`src/rtl/irq_vector_ctrl_if.sv`:
```
// ---------------------------------------------------------------------------
// irq_vector_ctrl_if : core <-> interrupt controller signal bundle
// Revision: 1.0
// ---------------------------------------------------------------------------
`default_nettype none

interface irq_vector_ctrl_if #(
  parameter int NUM_IRQ = 8,
  parameter int ADDR_W  = 32
);
  localparam int ID_W = (NUM_IRQ > 1) ? $clog2(NUM_IRQ) : 1;

  logic [NUM_IRQ-1:0] irq;
  logic               nmi;
  logic               mask_we;
  logic [NUM_IRQ-1:0] mask_wdata;
  logic               boundary;
  logic               busy;
  logic               eret;
  logic [ADDR_W-1:0]  pc_in;
  logic               take_int;
  logic [ADDR_W-1:0]  int_vector;
  logic               ret_valid;
  logic [ADDR_W-1:0]  ret_pc;
  logic [ID_W-1:0]    cause;
  logic               in_service;
  logic               nmi_active;
  logic [NUM_IRQ-1:0] mask_out;

  modport master (
    output irq, nmi, mask_we, mask_wdata, boundary, busy, eret, pc_in,
    input  take_int, int_vector, ret_valid, ret_pc, cause, in_service,
           nmi_active, mask_out
  );

  modport slave (
    input  irq, nmi, mask_we, mask_wdata, boundary, busy, eret, pc_in,
    output take_int, int_vector, ret_valid, ret_pc, cause, in_service,
           nmi_active, mask_out
  );
endinterface

`default_nettype wire

```
`src/rtl/irq_vector_ctrl.sv`:
```
// ---------------------------------------------------------------------------
// irq_vector_ctrl : fixed-priority vectored interrupt controller with
//                   edge-latched preempting NMI and two exception-PC slots
// Revision: 1.0
// ---------------------------------------------------------------------------
`default_nettype none

module irq_vector_ctrl #(
  parameter int NUM_IRQ       = 8,
  parameter int ADDR_W        = 32,
  parameter int VECTOR_BASE   = 32,
  parameter int VECTOR_STRIDE = 8,
  parameter int NMI_VECTOR    = 20
) (
  input  logic             clk,
  input  logic             reset,
  irq_vector_ctrl_if.slave bus
);

  localparam int ID_W = (NUM_IRQ > 1) ? $clog2(NUM_IRQ) : 1;

  localparam logic [1:0] S_IDLE         = 2'd0;
  localparam logic [1:0] S_IRQ_SVC      = 2'd1;
  localparam logic [1:0] S_NMI_SVC      = 2'd2;
  localparam logic [1:0] S_NMI_OVER_IRQ = 2'd3;

  logic [1:0]         r_state;
  logic               r_nmi_q;
  logic               r_nmi_pend;
  logic [NUM_IRQ-1:0] r_mask;
  logic [ADDR_W-1:0]  r_epc;
  logic [ADDR_W-1:0]  r_nmi_epc;
  logic [ID_W-1:0]    r_cause;
  logic               r_take;
  logic [ADDR_W-1:0]  r_vector;
  logic               r_ret_valid;
  logic [ADDR_W-1:0]  r_ret_pc;

  logic [NUM_IRQ-1:0] w_req;
  logic [ID_W-1:0]    w_winner;
  logic               w_nmi_edge;
  logic               w_can_take;
  logic               w_take_nmi;
  logic               w_take_irq;
  logic [ADDR_W-1:0]  w_irq_vector;

  assign w_req      = bus.irq & r_mask;
  assign w_nmi_edge = bus.nmi & ~r_nmi_q;
  assign w_can_take = bus.boundary & ~bus.busy & ~bus.eret;

  // NMI may preempt only from IDLE or a maskable handler, never itself.
  assign w_take_nmi = w_can_take & r_nmi_pend &
                      ((r_state == S_IDLE) | (r_state == S_IRQ_SVC));
  assign w_take_irq = w_can_take & ~r_nmi_pend & (r_state == S_IDLE) & (|w_req);

  // Scan from the top so the lowest set index is the last one written.
  always_comb begin
    w_winner = '0;
    for (int i = NUM_IRQ - 1; i >= 0; i--) begin
      if (w_req[i]) begin
        w_winner = ID_W'(i);
      end
    end
  end

  assign w_irq_vector = ADDR_W'(VECTOR_BASE) +
                        ADDR_W'(w_winner) * ADDR_W'(VECTOR_STRIDE);

  always_ff @(posedge clk or posedge reset) begin
    if (reset) begin
      r_state     <= S_IDLE;
      r_nmi_q     <= 1'b0;
      r_nmi_pend  <= 1'b0;
      r_mask      <= '0;
      r_epc       <= '0;
      r_nmi_epc   <= '0;
      r_cause     <= '0;
      r_take      <= 1'b0;
      r_vector    <= '0;
      r_ret_valid <= 1'b0;
      r_ret_pc    <= '0;
    end else begin
      r_take      <= 1'b0;
      r_ret_valid <= 1'b0;
      r_nmi_q     <= bus.nmi;

      if (bus.mask_we) begin
        r_mask <= bus.mask_wdata;
      end

      // A fresh edge coinciding with the take re-arms the latch.
      if (w_take_nmi) begin
        r_nmi_pend <= w_nmi_edge;
      end else if (w_nmi_edge) begin
        r_nmi_pend <= 1'b1;
      end

      case (r_state)
        S_IDLE: begin
          if (w_take_nmi) begin
            r_state   <= S_NMI_SVC;
            r_nmi_epc <= bus.pc_in;
            r_vector  <= ADDR_W'(NMI_VECTOR);
            r_take    <= 1'b1;
          end else if (w_take_irq) begin
            r_state  <= S_IRQ_SVC;
            r_epc    <= bus.pc_in;
            r_cause  <= w_winner;
            r_vector <= w_irq_vector;
            r_take   <= 1'b1;
          end
        end
        S_IRQ_SVC: begin
          if (bus.eret) begin
            r_state     <= S_IDLE;
            r_ret_pc    <= r_epc;
            r_ret_valid <= 1'b1;
            r_cause     <= '0;
          end else if (w_take_nmi) begin
            r_state   <= S_NMI_OVER_IRQ;
            r_nmi_epc <= bus.pc_in;
            r_vector  <= ADDR_W'(NMI_VECTOR);
            r_take    <= 1'b1;
          end
        end
        S_NMI_SVC: begin
          if (bus.eret) begin
            r_state     <= S_IDLE;
            r_ret_pc    <= r_nmi_epc;
            r_ret_valid <= 1'b1;
          end
        end
        S_NMI_OVER_IRQ: begin
          if (bus.eret) begin
            r_state     <= S_IRQ_SVC;
            r_ret_pc    <= r_nmi_epc;
            r_ret_valid <= 1'b1;
          end
        end
        default: r_state <= S_IDLE;
      endcase
    end
  end

  assign bus.take_int   = r_take;
  assign bus.int_vector = r_vector;
  assign bus.ret_valid  = r_ret_valid;
  assign bus.ret_pc     = r_ret_pc;
  assign bus.cause      = r_cause;
  assign bus.in_service = (r_state == S_IRQ_SVC) | (r_state == S_NMI_OVER_IRQ);
  assign bus.nmi_active = (r_state == S_NMI_SVC) | (r_state == S_NMI_OVER_IRQ);
  assign bus.mask_out   = r_mask;

endmodule

`default_nettype wire

```
`src/flat_wrapper.sv`:
```
// flat-port wrapper written by rule: the top's interface ports become plain ports
module irq_vector_ctrl_flat 
#(
  parameter int NUM_IRQ       = 8,
  parameter int ADDR_W        = 32,
  parameter int VECTOR_BASE   = 32,
  parameter int VECTOR_STRIDE = 8,
  parameter int NMI_VECTOR    = 20
)
  (clk, reset, bus_irq, bus_nmi, bus_mask_we, bus_mask_wdata, bus_boundary, bus_busy, bus_eret, bus_pc_in, bus_take_int, bus_int_vector, bus_ret_valid, bus_ret_pc, bus_cause, bus_in_service, bus_nmi_active, bus_mask_out);
  irq_vector_ctrl_if #(.NUM_IRQ(NUM_IRQ), .ADDR_W(ADDR_W)) bus_i ();
  input  logic clk;
  input  logic reset;
  input wire logic [$bits(bus_i.irq)-1:0] bus_irq;
  input wire logic [$bits(bus_i.nmi)-1:0] bus_nmi;
  input wire logic [$bits(bus_i.mask_we)-1:0] bus_mask_we;
  input wire logic [$bits(bus_i.mask_wdata)-1:0] bus_mask_wdata;
  input wire logic [$bits(bus_i.boundary)-1:0] bus_boundary;
  input wire logic [$bits(bus_i.busy)-1:0] bus_busy;
  input wire logic [$bits(bus_i.eret)-1:0] bus_eret;
  input wire logic [$bits(bus_i.pc_in)-1:0] bus_pc_in;
  output wire logic [$bits(bus_i.take_int)-1:0] bus_take_int;
  output wire logic [$bits(bus_i.int_vector)-1:0] bus_int_vector;
  output wire logic [$bits(bus_i.ret_valid)-1:0] bus_ret_valid;
  output wire logic [$bits(bus_i.ret_pc)-1:0] bus_ret_pc;
  output wire logic [$bits(bus_i.cause)-1:0] bus_cause;
  output wire logic [$bits(bus_i.in_service)-1:0] bus_in_service;
  output wire logic [$bits(bus_i.nmi_active)-1:0] bus_nmi_active;
  output wire logic [$bits(bus_i.mask_out)-1:0] bus_mask_out;
  assign bus_i.irq = bus_irq;
  assign bus_i.nmi = bus_nmi;
  assign bus_i.mask_we = bus_mask_we;
  assign bus_i.mask_wdata = bus_mask_wdata;
  assign bus_i.boundary = bus_boundary;
  assign bus_i.busy = bus_busy;
  assign bus_i.eret = bus_eret;
  assign bus_i.pc_in = bus_pc_in;
  assign bus_take_int = bus_i.take_int;
  assign bus_int_vector = bus_i.int_vector;
  assign bus_ret_valid = bus_i.ret_valid;
  assign bus_ret_pc = bus_i.ret_pc;
  assign bus_cause = bus_i.cause;
  assign bus_in_service = bus_i.in_service;
  assign bus_nmi_active = bus_i.nmi_active;
  assign bus_mask_out = bus_i.mask_out;
  irq_vector_ctrl #(.NUM_IRQ(NUM_IRQ), .ADDR_W(ADDR_W), .VECTOR_BASE(VECTOR_BASE), .VECTOR_STRIDE(VECTOR_STRIDE), .NMI_VECTOR(NMI_VECTOR)) u_core (.clk(clk), .reset(reset), .bus(bus_i));
endmodule
```
`config.mk`:
```
export PLATFORM = sky130hd
export DESIGN_NAME = irq_vector_ctrl_flat
export DESIGN_NICKNAME = d
export VERILOG_FILES = /design/src/rtl/irq_vector_ctrl_if.sv /design/src/rtl/irq_vector_ctrl.sv /design/src/flat_wrapper.sv
export SDC_FILE = /design/constraint.sdc
export NUM_CORES = 1
export LEC_CHECK = 0
export BUFFER_PORTS_ARGS = -buffer_cell sky130_fd_sc_hd__buf_2
export CAP_MARGIN = 20
export CORE_UTILIZATION = 35
export CTS_BUF_LIST = sky130_fd_sc_hd__clkbuf_16
export CTS_CLUSTER_SIZE = 20
export DETAILED_ROUTE_END_ITERATION = 10
export PLACE_DENSITY = 0.69
export SKIP_CTS_REPAIR_TIMING = 1
export SLEW_MARGIN = 20
export SYNTH_ARGS = -nofsm -noshare
export SYNTH_HDL_FRONTEND = slang
export SYNTH_SLANG_ARGS = --single-unit
```
`constraint.sdc`:
```
create_clock -name clk -period 6.6 [get_ports clk]
set_input_delay 0.99 -clock clk [delete_from_list [all_inputs] [get_ports clk]]
set_output_delay 0.99 -clock clk [all_outputs]
set_load 0.05 [all_outputs]
```
* Word level (Yosys, flattened, before mapping) *
Cells that the tools add are included.

storage, ports and cells
  bits in registers = 145
  bits of input ports = 55
  output and inout port bits = 79

operators by class
  $add $sub $neg = 1
  equality and inequality tests = 13
  mux-type cells = 39
  bitwise logic cells = 17
  reductions and logical operators = 13

operators by type and width
  cell                 count
  $mux 32              8
  $pmux 32 s2          3
  $mux 3               11
  $mux 2               6
  $reduce_and 4->1     3
  $ne 2x2->1 const B   5
  $and 1x1->1          8
  $and 8x8->8          1
  $mux 1               8
  $pmux 2 s4           1
  $reduce_or 8->1      1
  $add 6x6->7 const A  1
  $ne 2x1->1 const B   3
  $pmux 3 s2           1
  $reduce_and 3->1     2
  $reduce_bool 2->1    3
  $not 1->1            5
  $eq 2x2->1 const B   2
  $ne 3x1->1 const B   1
  $ne 3x2->1 const B   1
  $or 1x1->1           3
  $reduce_or 3->1      1
  $eq 2x1->1 const B   1
  $logic_not 2->1      1
  other kinds (3)      3

* Logic depth before layout (Yosys ltp) *
Gate-level depths: netlist of run 1.

  depth in word-level cells = 13
  depth in mapped cells = 7
  mapped depth without buffers = 5

* Worst setup path after synthesis of run 1 *
OpenSTA, ideal clock, no wires.

  path kind = input -> register
  start point = input bus_irq[6]
  end point = register u_core.r_epc[10]
  data arrival time = 2.152 ns
  required time = 6.475 ns
  path slack = 4.323 ns
  stages = 6
  cell sequence = a22o_1 -> and3b_1 -> a21o_1 -> buf_6 -> buf_6 -> mux2_4

between the ends
  cells in the longest elaborated chain, start to end = 4

RTL lines
  element                            line                    RTL
  start: declaration                 flat_wrapper.sv:14      input wire logic [$bits(bus_i.irq)-1:0] bus_irq;
  $and 8x8->8                        irq_vector_ctrl.sv:47   assign w_req = bus.irq & r_mask;
  $reduce_or 8->1                    irq_vector_ctrl.sv:54   assign w_take_irq = w_can_take & ~r_nmi_pend & (r_state == S_IDLE) & (|w_req);
  $and 1x1->1                        irq_vector_ctrl.sv:54
  $reduce_and 3->1 (no source line)  --
  end signal: assignment             irq_vector_ctrl.sv:107  r_epc <= bus.pc_in;
  end: declaration                   irq_vector_ctrl.sv:31   logic [ADDR_W-1:0] r_epc;

No other way between the ends.
A chain may end at the register's enable or synchronous reset.

* Worst setup path after layout of run 1 *
  start point = register u_core.r_state[1]
  end point = register u_core.r_epc[30]

between the ends
  cells in the longest elaborated chain, start to end = 5

RTL lines
  element                                        line                                                                 RTL
  start: declaration                             irq_vector_ctrl.sv:27                                                logic [1:0] r_state;
  start signal: assignment                       irq_vector_ctrl.sv:71                                                r_state <= S_IDLE;
  start signal: assignment                       irq_vector_ctrl.sv:101                                               r_state <= S_NMI_SVC;
  start signal: assignment                       irq_vector_ctrl.sv:106                                               r_state <= S_IRQ_SVC;
  $eq 2x1->1 or $logic_not 2->1 (tied branches)  irq_vector_ctrl.sv:53, irq_vector_ctrl.sv:54, irq_vector_ctrl.sv:98
  $or 1x1->1                                     irq_vector_ctrl.sv:53                                                ((r_state == S_IDLE) | (r_state == S_IRQ_SVC));
  $and 1x1->1                                    irq_vector_ctrl.sv:52                                                assign w_take_nmi = w_can_take & r_nmi_pend &
  $not 1->1 (no source line)                     --
  $reduce_and 3->1 (no source line) (*)          --

Every way passes the cells marked *; elsewhere a longest branch is shown, timed or not.

==> impl_summary.log, run 1 <==
INFO  metric drive_above_1_share = 0.318
INFO  metric wirelength_met1 = 4920 um
INFO  metric synthToLayoutAreaGrowth = 23.5%
INFO  metric num_clock_sinks = 118
INFO  metric synth-edff-count = 0
INFO  metric crit_chain = buf_4 -> nor4_1 -> nand2_1 -> a21o_2 -> buf_4 -> mux2_2
INFO  metric synth_top_area_frac = 0.579
INFO  metric synth.avg_cell_area = 11.1 um2
INFO  metric fraction_of_the_mapped_netlist_area_in_adder_cells = 0
INFO  metric maxCapViolations = 0
INFO  metric floorplan.die_area = 15100 um2
INFO  metric core-area = 14000 um2
INFO  metric clock-root-buffer = sky130_fd_sc_hd__clkbuf_16
INFO  metric synth_sequential_area_ratio = 0.579
INFO  metric post_synth_inst_count = 459
INFO  metric synthMuxAreaShare = 0.172
INFO  metric worstSkewPairLatency = 410 ps
INFO  metric cts-buffers-inserted = 17
INFO  metric detail_placement_hpwl = 7160 um
INFO  metric wl = 10900 um
INFO  metric grt_overflow = 0
INFO  metric placement_rows = 43
INFO  metric hold_path.startpoint = u_core.r_nmi_q$_DFF_PP0_
INFO  metric timing.setup.tns = 0 ps
INFO  metric synthMostInstantiatedCell = sky130_fd_sc_hd__nand2_1
INFO  metric finalClockSkew = 8.82 ps
INFO  metric timing.critical_path.from = u_core.r_state[1]$_DFFE_PP0P_
INFO  metric cp_max_fo = 36
INFO  metric wl_per_cell = 14.5 um
INFO  metric io_buffers = 106
INFO  metric grt_max_degree = 74
INFO  metric worst_path_largest_cell_delay = 570 ps
INFO  metric critical_path.reg2reg.startpoint = u_core.r_state[1]$_DFFE_PP0P_
INFO  metric cts_max_level = 4
INFO  metric arrival = 3160 ps
INFO  metric postSynthRegisterBits = 118
INFO  metric cpMostUsedCell = sky130_fd_sc_hd__buf_4
INFO  metric data_required_time_of_the_critical_path = 6890 ps
INFO  metric synthDominantAreaCellType = sky130_fd_sc_hd__dfrtp_1
INFO  metric post_layout_nonfiller_instances = 756
INFO  metric worstSetupPathType = reg -> reg
INFO  metric chipWidth = 123 um
INFO  metric list_of_most_frequent_post_synthesis_cells = sky130_fd_sc_hd__nand2_1 (148), sky130_fd_sc_hd__dfrtp_1 (118), sky130_fd_sc_hd__o21ai_0 (36), sky130_fd_sc_hd__mux2i_1 (32), sky130_fd_sc_hd__mux2_4 (29)
INFO  metric synth.cell_area = 5100 um2
INFO  metric drt.antenna.violating_nets = 0
INFO  metric dp_cells = 723
INFO  metric power_per_cell_area = 466 nW/um2
INFO  metric initial_utilization = 0.363
INFO  metric fin_crit_sh = 0.434
INFO  metric compound_cell_area_share_of_the_yosys_netlist = 0.0486
INFO  metric finish.net_count = 617
INFO  metric global_route.usage.total = 0.157
INFO  metric met2RoutedLength = 5280 um
INFO  metric clkTransAtPathRegs = 50 ps
INFO  metric remaining_drc_errors = 0
INFO  metric relative_max_transition_margin = 0.316
INFO  metric timing_worst_slew_pin_value = 1020 ps
INFO  metric grt_setup_unrepaired = no
INFO  metric finalSetupViolCount = 0
INFO  metric detailedRoute.firstIterationViolations = 145
INFO  metric netlist_top_cells_area = sky130_fd_sc_hd__dfrtp_1 (58%), sky130_fd_sc_hd__nand2_1 (11%), sky130_fd_sc_hd__mux2_4 (8.5%)
INFO  metric synth_simple_gate_area_share = 0.130
INFO  metric boundaryPins = 134
INFO  metric vias_per_cell = 4.52
INFO  metric cts-root-to-sink-buffers = 2
INFO  metric die_h = 123 um
INFO  metric synth_xor_area_frac = 0
INFO  metric regToRegSetupSlack = 3740 ps
INFO  metric number_of_failing_hold_endpoints_at_the_final_stage = 0
INFO  metric yosys.cell_types.count = 30
INFO  metric met3_length = 609 um
INFO  metric synthesis.yosys.warnings = 0
INFO  metric post_layout_total_power = 0.00293 W
INFO  metric outcome = completed
INFO  metric global_route_wire_length_before_repair = 17500 um
INFO  metric timing.reg2reg.worst_path_depth = 6
INFO  metric layout_min_cycle_time = 2860 ps
INFO  metric gp_routability_congestion = 0.754
INFO  metric topRoutingLayerUsed = met4
INFO  metric hp-class = reg -> reg
INFO  metric report.final.slew_viol_count = 0
INFO  metric num_vias = 3416
INFO  metric end_kind = register
INFO  metric worst_hold_path.num_cells = 1
INFO  metric tritoncts_clock_tree = built
INFO  metric antenna_found_initial = 1
INFO  metric cp_slowest_cell = sky130_fd_sc_hd__buf_4
INFO  metric ys_async_sr_fraction = 1.00
INFO  metric power.leakage = 3.32 nW
INFO  metric synth_top_family_by_area = multiplexers
INFO  metric largest_vdd_supply_drop = 0.330 mV
INFO  metric maxClockFrequency = 349 MHz
INFO  metric synth_ff_type = sky130_fd_sc_hd__dfrtp_1
INFO  metric first_pass_iters = 5
INFO  metric grt_pass1_vias = 3407
INFO  metric start_kind = register
placed cells by master (no fill, tap or decap), types with 2 or more instances in the layout:
cell / count
sky130_fd_sc_hd__clkinv_1: 2
sky130_fd_sc_hd__buf_4: 5
sky130_fd_sc_hd__mux2i_1: 32
sky130_fd_sc_hd__mux2_4: 29
sky130_fd_sc_hd__mux2_2: 11
sky130_fd_sc_hd__clkbuf_16: 17
sky130_fd_sc_hd__o21ai_0: 36
sky130_fd_sc_hd__clkinv_2: 3
sky130_fd_sc_hd__nand2_1: 148
sky130_fd_sc_hd__inv_1: 7
sky130_fd_sc_hd__dfrtp_1: 117
sky130_fd_sc_hd__o31ai_1: 2
sky130_fd_sc_hd__nand3_1: 8
sky130_fd_sc_hd__conb_1: 27
sky130_fd_sc_hd__buf_2: 106
sky130_fd_sc_hd__nand3b_1: 2
sky130_fd_sc_hd__bufinv_16: 5
worst max-delay path, delay by kind of cell, from the launching register on:
kind	cells	cell delay, ps
AOI/OAI and AO/OA	1	540
buffers and inverters	2	1050
DFF	1	440
muxes	1	380
and+or+nand+nor	2	300
path summary, 6_finish.rpt:
| check | endpoint |
|---|---|
| max in group asynchronous | u_core.bus.ret_pc[5]$_DFFE_PP0P_ |
| hold reg to reg | u_core.r_nmi_pend$_DFFE_PP0P_ |
| setup reg to reg | u_core.r_epc[30]$_DFFE_PP0P_ |
| setup / recovery | u_core.r_epc[30]$_DFFE_PP0P_ |
| hold / removal | u_core.r_nmi_pend$_DFFE_PP0P_ |
| min in group asynchronous | u_core.bus.ret_pc[24]$_DFFE_PP0P_ |
where the power goes:
part / total (W) / leakage [nW] / switching (W) / internal, W
Combinational: 0.000878 / 1.52 / 0.000613 / 0.000265
Clock: 0.000977 / 0.316 / 0.000319 / 0.000658
Sequential: 0.00108 / 1.48 / 0.000126 / 0.000951
Total: 0.00293 / 3.32 / 0.00106 / 0.00187
cell type report:
| class | count | area [um2] |
|---|---|---|
| Sequential cell | 118 | 2950 |
| Clock buffer | 17 | 425 |
| Antenna cell | 1 | 2.50 |
| Inverter | 4 | 17.5 |
| Timing Repair Buffer | 111 | 568 |
| Tap cell | 180 | 225 |
| Multi-Input combinational cell | 310 | 1910 |
| Clock inverter | 15 | 195 |
| Fill cell | 1327 | 7740 |
flip-flops by register name, indices dropped and copies added (netlist names):
register / flops
u_core.r_nmi_epc: 32
u_core.r_state: 2
u_core.r_nmi_q: 1
u_core.bus.mask_out: 8
u_core.bus.take_int: 1
u_core.bus.int_vector: 5
u_core.bus.ret_pc: 32
u_core.r_epc: 32
u_core.r_nmi_pend: 1
u_core.bus.ret_valid: 1
u_core.bus.cause: 3
kinds of logic (layout without fill, tap and decap cells):
group	after synthesis	after routing
buffers and inverters	57	147
AOI/OAI and AO/OA	45	45
and+or+nand+nor	166	166
muxes	72	72
other	1	28
DFF	118	118
per-layer routing:
metal | global-route usage | vias up
met5 | 0 | -
met3 | 0.0576 | 13
met2 | 0.252 | 90
met4 | 0.0572 | 0
li1 | - | 1673
met1 | 0.193 | 1640
metrics by stage:
stage	hold WS [ps]	cell area (um2)	utilization	setup WS, ps
after detailed placement	413	5670	0.404	3400
after CTS	429	6290	0.448	3700
after global placement	404	5670	0.404	3450
after floorplan	400	5200	-	2480
final	423	6300	0.448	3740
after global routing	458	6290	0.448	3540
Power figures use the tool's default switching activity.
==> run 2, diff against run 1 <==
==> constraint.sdc (replaced) <==
create_clock -name clk -period 2.7 [get_ports clk]
set_input_delay 0.405 -clock clk [delete_from_list [all_inputs] [get_ports clk]]
set_output_delay 0.405 -clock clk [all_outputs]
set_load 0.05 [all_outputs]
==> run 2 against run 1 <==
Against the previous run:
- combinational power up 140%
- setup slack worse by 3200 ps
- largest power group unchanged
- critical path depth down 4
- flip-flop and latch count unchanged
- global-route usage down 0.23 points
==> impl_summary.log, run 2 (synthesis gave the netlist of run 1 again) <==
INFO  metric finalClockSkew = 6.47 ps
INFO  metric start_kind = register
INFO  metric place_ws = 619 ps
INFO  metric mostFrequentLayoutCells = sky130_fd_sc_hd__nand2_1 (148), sky130_fd_sc_hd__dfrtp_1 (117), sky130_fd_sc_hd__buf_2 (106)
INFO  metric timing_worst_slew_pin_value = 814 ps
INFO  metric num_clock_sinks = 118
INFO  metric layout_min_cycle_time = 2140 ps
INFO  metric final_area = 6240 um2
INFO  metric detail_placement_hpwl = 7020 um
INFO  metric report.final.slew_viol_count = 0
INFO  metric boundaryPins = 134
INFO  metric remaining_drc_errors = 0
INFO  metric grt_use_met1 = 0.200
INFO  metric post_layout_total_power = 0.00678 W
INFO  metric io_buffers = 106
INFO  metric vias_per_cell = 4.59
INFO  metric clock_power_share = 0.295
INFO  metric met3_usage = 0.0544
INFO  metric grt_overflow = 0
INFO  metric power.leakage = 3.28 nW
INFO  metric power_switching_share = 0.379
INFO  metric power.combinational.fraction = 0.317
INFO  metric end_kind = output pin
INFO  metric relative_max_transition_margin = 0.458
INFO  metric finalSetupViolCount = 0
INFO  metric global_route.peak_usage_layer = met2
INFO  metric number_of_failing_hold_endpoints_at_the_final_stage = 0
INFO  metric clock-root-buffer = sky130_fd_sc_hd__clkbuf_16
INFO  metric num-fill-cells = 1350
INFO  metric data_required_time_of_the_critical_path = 2300 ps
INFO  metric multiInputGateArea = 1910 um2
INFO  metric drt.antenna.violating_nets = 0
INFO  metric cts-root-to-sink-buffers = 2
INFO  metric drive_above_1_share = 0.320
INFO  metric worstSkewPairLatency = 400 ps
INFO  metric wl = 10800 um
INFO  metric fin_crit_sh = 0.793
INFO  metric timing.setup.tns = 0 ps
INFO  metric num_vias = 3481
INFO  metric mostFrequentLayoutCell = sky130_fd_sc_hd__nand2_1
INFO  metric antenna_found_initial = 1
INFO  metric global_route.usage.total = 0.155
INFO  metric p_switching = 0.00257 W
INFO  metric die_h = 123 um
INFO  metric chipWidth = 123 um
INFO  metric grt_setup_unrepaired = no
INFO  metric cp_max_fo = 38
INFO  metric synthToLayoutAreaGrowth = 22.3%
INFO  metric first_pass_iters = 4
INFO  metric maxCapViolations = 0
INFO  metric finish.net_count = 620
INFO  metric floorplan.die_area = 15100 um2
INFO  metric cts_max_level = 4
INFO  metric tritoncts_clock_tree = built
INFO  metric initial_utilization = 0.363
INFO  metric power_per_cell_area = 1090 nW/um2
INFO  metric outcome = completed
INFO  metric clkTransAtPathRegs = 50 ps
INFO  metric placement_rows = 43
INFO  metric worstSetupPathType = reg -> out
INFO  metric cellInternalPower = 0.00421 W
INFO  metric pwr-share-seq = 0.388
INFO  metric largest_vdd_supply_drop = 0.637 mV
INFO  metric placement.cell_area = 5710 um2
INFO  metric wl_per_cell = 14.2 um
INFO  metric grt_pass1_vias = 3517
INFO  metric global_route_wire_length_before_repair = 17600 um
INFO  metric hp-class = in -> reg
INFO  metric core-area = 14000 um2
INFO  metric maxClockFrequency = 467 MHz
INFO  metric layout_setup_ws = 558 ps
INFO  metric gp_routability_congestion = 0.684
INFO  metric ff_latch_area = 2950 um2
INFO  metric arrival = 1740 ps
INFO  metric grt_max_degree = 119
INFO  metric detailedRoute.firstIterationViolations = 228
INFO  metric use_met2 = 0.242
INFO  metric cts-buffers-inserted = 17
run 2: changes by cell type in the layout (fill, tap and decap cells not counted), sizes merged:
cell / previous run / this run
bufinv: 5 / 1
clkinv: 5 / 8
inv: 8 / 6
buf: 111 / 114
clkinvlp: 1 / 4
run 2: path summary, 6_finish.rpt:
path                       slack, ps                          startpoint                           endpoint  cells past startpoint
setup / recovery                 560       u_core.r_state[1]$_DFFE_PP0P_                     bus_nmi_active                      2
hold / removal                   120                             bus_nmi           u_core.r_nmi_q$_DFF_PP0_                      1
setup reg to reg                 810  u_core.bus.mask_out[6]$_DFFE_PP0P_       u_core.r_epc[28]$_DFFE_PP0P_                      5
hold reg to reg                  430            u_core.r_nmi_q$_DFF_PP0_      u_core.r_nmi_pend$_DFFE_PP0P_                      1
max in group asynchronous       2020                               reset      u_core.r_state[1]$_DFFE_PP0P_                      3
min in group asynchronous        170                               reset  u_core.bus.ret_pc[13]$_DFFE_PP0P_                      3
run 2: metal layers:
layer	up-vias	share of wire
li1	1680	-
met1	1693	0.44
met2	99	0.49
met3	9	0.061
met4	0	0.0053
met5	-	0
run 2: area by class of cell:
class                   instances  area share
inverters                       4     0.00301
multi-input cells             310       0.306
flip-flops and latches        118       0.474
repair buffers                114      0.0967
clock inverters                15      0.0158
clock buffers                  17      0.0682
well taps                     180      0.0361
diodes                          1    0.000401
run 2: metrics by stage:
step	cells	hold WS, ps	utilization
after global routing	758	102	0.444
after CTS	758	96.5	0.444
after floorplan	485	400	-
after detailed placement	726	417	0.407
final	759	120	0.444
after global placement	726	403	0.407
run 2: power groups by stage:
| stage | Sequential (W) | Clock (W) | Combinational, W |
|---|---|---|---|
| 3_3_place_gp | 0.00262 | 0 | 0.00213 |
| 2_1_floorplan | 0.00350 | 0 | 0.000826 |
| 4_1_cts | 0.00264 | 0.00205 | 0.00217 |
| 3_5_place_dp | 0.00266 | 0 | 0.00217 |
| 5_1_grt | 0.00270 | 0.00213 | 0.00231 |
| 6_report | 0.00263 | 0.00200 | 0.00215 |
run 2: worst max-delay path, stage by stage (launching register included):
cell	delay, ps
sky130_fd_sc_hd__dfrtp_2	360
sky130_fd_sc_hd__buf_4	530
sky130_fd_sc_hd__buf_2	390
==> run 3, diff against run 2 <==
--- a/config.mk
+++ b/config.mk
@@ -11,7 +11,7 @@
 export CTS_BUF_LIST = sky130_fd_sc_hd__clkbuf_16
 export CTS_CLUSTER_SIZE = 20
 export DETAILED_ROUTE_END_ITERATION = 10
-export PLACE_DENSITY = 0.69
+export PLACE_DENSITY = 0.71
 export SKIP_CTS_REPAIR_TIMING = 1
 export SLEW_MARGIN = 20
 export SYNTH_ARGS = -nofsm -noshare
==> constraint.sdc (replaced) <==
create_clock -name clk -period 1.9 [get_ports clk]
set_input_delay 0.285 -clock clk [delete_from_list [all_inputs] [get_ports clk]]
set_output_delay 0.285 -clock clk [all_outputs]
set_load 0.05 [all_outputs]
==> run 3 against run 2 <==
Against the previous run:
- cell area increased by 4.0%
- count of clock-buffer cells in the layout stayed put
- critical path depth rose by 4
- flip-flop and latch count unchanged
- via count increased by 1.1%
- setup slack got worse by 470 ps
- largest power group unchanged
- hold slack got worse by 36 ps
- sequential power up 42%
- routed wire length increased by 2.7%
- clock skew is 2.0 ps higher
- non-clock buffer count is 9 higher
==> impl_summary.log, run 3 (synthesis gave the netlist of run 1 again) <==
INFO  metric holdWs = 83.6 ps
INFO  metric num_clock_sinks = 118
INFO  metric floorplan.die_area = 15100 um2
INFO  metric crit_chain = nor4_1 -> nand2_1 -> a21o_2 -> buf_12 -> a311o_1 -> nand2_1
INFO  metric die_h = 123 um
INFO  metric finish.net_count = 629
INFO  metric cts-root-to-sink-buffers = 2
INFO  metric maxCapViolations = 0
INFO  metric fin_crit_sh = 0.955
INFO  metric grt_max_degree = 39
INFO  metric end_kind = register
INFO  metric grt_overflow = 0
INFO  metric power_per_cell_area = 1600 nW/um2
INFO  metric detailedRoute.firstIterationViolations = 102
INFO  metric wl_per_cell = 14.5 um
INFO  metric critical_path.top_delay_family = compound AO/OA/AOI/OAI gates
INFO  metric cp_max_fo = 24
INFO  metric number_of_failing_hold_endpoints_at_the_final_stage = 0
INFO  metric worstSetupPathType = reg -> reg
INFO  metric mostFrequentLayoutCells = sky130_fd_sc_hd__nand2_1 (148), sky130_fd_sc_hd__dfrtp_1 (115), sky130_fd_sc_hd__buf_2 (106)
INFO  metric gp_routability_congestion = 0.741
INFO  metric grt_setup_unrepaired = no
INFO  metric worst_path_largest_cell_delay = 400 ps
INFO  metric critical_path_buf_inv_count = 1
INFO  metric cpMostUsedCell = sky130_fd_sc_hd__nand2_1
INFO  metric arrival = 2160 ps
INFO  metric wl = 11100 um
INFO  metric drive_above_1_share = 0.339
INFO  metric final_area = 6490 um2
INFO  metric finalSetupViolCount = 0
INFO  metric initial_utilization = 0.363
INFO  metric clkTransAtPathRegs = 60 ps
INFO  metric finalClockSkew = 8.51 ps
INFO  metric report.final.slew_viol_count = 0
INFO  metric synthToLayoutAreaGrowth = 27.2%
INFO  metric vias_per_cell = 4.58
INFO  metric cp_slowest_cell = sky130_fd_sc_hd__dfrtp_2
INFO  metric placement_rows = 43
INFO  metric power.leakage = 3.39 nW
INFO  metric first_pass_iters = 4
INFO  metric timing.setup.tns = 0 ps
INFO  metric worstSkewPairLatency = 410 ps
INFO  metric largest_vdd_supply_drop = 0.702 mV
INFO  metric post_layout_total_power = 0.0104 W
INFO  metric clock-root-buffer = sky130_fd_sc_hd__clkbuf_16
INFO  metric num-fill-cells = 1301
INFO  metric global_route.usage.total = 0.161
INFO  metric drt.antenna.violating_nets = 0
INFO  metric detail_placement_hpwl = 7610 um
INFO  metric worst_hold_path.num_cells = 3
INFO  metric outcome = completed
INFO  metric grt_pass1_vias = 3559
INFO  metric multiInputGateArea = 1910 um2
INFO  metric chipWidth = 123 um
INFO  metric hp-class = in -> reg
INFO  metric ff_latch_area = 2960 um2
INFO  metric placement.cell_area = 5800 um2
INFO  metric global_route_wire_length_before_repair = 17900 um
INFO  metric tritoncts_clock_tree = built
INFO  metric timing.reg2reg.worst_path_depth = 6
INFO  metric core-area = 14000 um2
INFO  metric cp.depth = 6
INFO  metric io_buffers = 106
INFO  metric data_required_time_of_the_critical_path = 2250 ps
INFO  metric antenna_found_initial = 1
INFO  metric boundaryPins = 134
INFO  metric num_vias = 3518
INFO  metric maxClockFrequency = 551 MHz
INFO  metric layout_min_cycle_time = 1820 ps
INFO  metric cts_max_level = 4
INFO  metric mostFrequentLayoutCell = sky130_fd_sc_hd__nand2_1
INFO  metric cts-buffers-inserted = 17
INFO  metric remaining_drc_errors = 0
INFO  metric start_kind = register
## run 3: changes by cell type in the layout (fill, tap and decap cells not counted)
cell,before,now
sky130_fd_sc_hd__dlygate4sd3_1,0,2
sky130_fd_sc_hd__clkinv_2,4,3
sky130_fd_sc_hd__bufinv_16,1,6
sky130_fd_sc_hd__clkinv_1,4,1
sky130_fd_sc_hd__inv_1,6,4
sky130_fd_sc_hd__clkinv_4,0,2
sky130_fd_sc_hd__dfrtp_2,1,3
sky130_fd_sc_hd__clkinvlp_4,4,3
sky130_fd_sc_hd__buf_4,7,11
sky130_fd_sc_hd__buf_12,1,4
sky130_fd_sc_hd__dfrtp_1,117,115
## run 3: metrics by stage
stage	utilization	std cells	setup slack (ps)
after global routing	0.462	767	17.2
after detailed placement	0.413	733	103
after CTS	0.460	765	75.9
after floorplan	-	485	18.8
final	0.462	768	84.8
after global placement	0.413	733	135
## run 3: path summary, 6_finish.rpt
check	from	endpoint	slack [ps]
setup / recovery	u_core.r_state[1]$_DFFE_PP0P_	u_core.bus.cause[1]$_DFFE_PP0P_	80
hold / removal	bus_pc_in[13]	u_core.r_nmi_epc[13]$_DFFE_PP0P_	80
max in group asynchronous	reset	u_core.r_nmi_epc[7]$_DFFE_PP0P_	710
hold reg to reg	u_core.r_nmi_q$_DFF_PP0_	u_core.r_nmi_pend$_DFFE_PP0P_	430
min in group asynchronous	reset	u_core.bus.ret_pc[9]$_DFFE_PP0P_	440
setup reg to reg	u_core.r_state[1]$_DFFE_PP0P_	u_core.bus.cause[1]$_DFFE_PP0P_	80
## run 3: report_power, final
| part | internal (W) | switching [W] |
|---|---|---|
| clock network | 0.00244 | 0.00113 |
| registers | 0.00331 | 0.000426 |
| logic | 0.000946 | 0.00215 |
| total | 0.00669 | 0.00371 |
## run 3: worst register-to-register path: stages, from the launching register on
cell	delay, ps
sky130_fd_sc_hd__dfrtp_2	400
sky130_fd_sc_hd__nor4_1	320
sky130_fd_sc_hd__nand2_1	170
sky130_fd_sc_hd__a21o_2	260
sky130_fd_sc_hd__buf_12	190
sky130_fd_sc_hd__a311o_1	350
sky130_fd_sc_hd__nand2_1	70
## run 3: layout make-up
class / count / area share
flip-flops and latches: 118 / 0.456
well taps: 180 / 0.0347
inverters: 4 / 0.00289
clock buffers: 17 / 0.0656
multi-input cells: 310 / 0.294
diodes: 1 / 0.000386
clock inverters: 15 / 0.0363
repair buffers: 123 / 0.110
## run 3: layer usage
layer / GRT usage / vias up / part of all wire
met2: 0.264 / 105 / 0.50
li1: - / 1694 / -
met1: 0.193 / 1706 / 0.43
met5: 0 / - / 0
met3: 0.0637 / 13 / 0.059
met4: 0.0511 / 0 / 0.0096
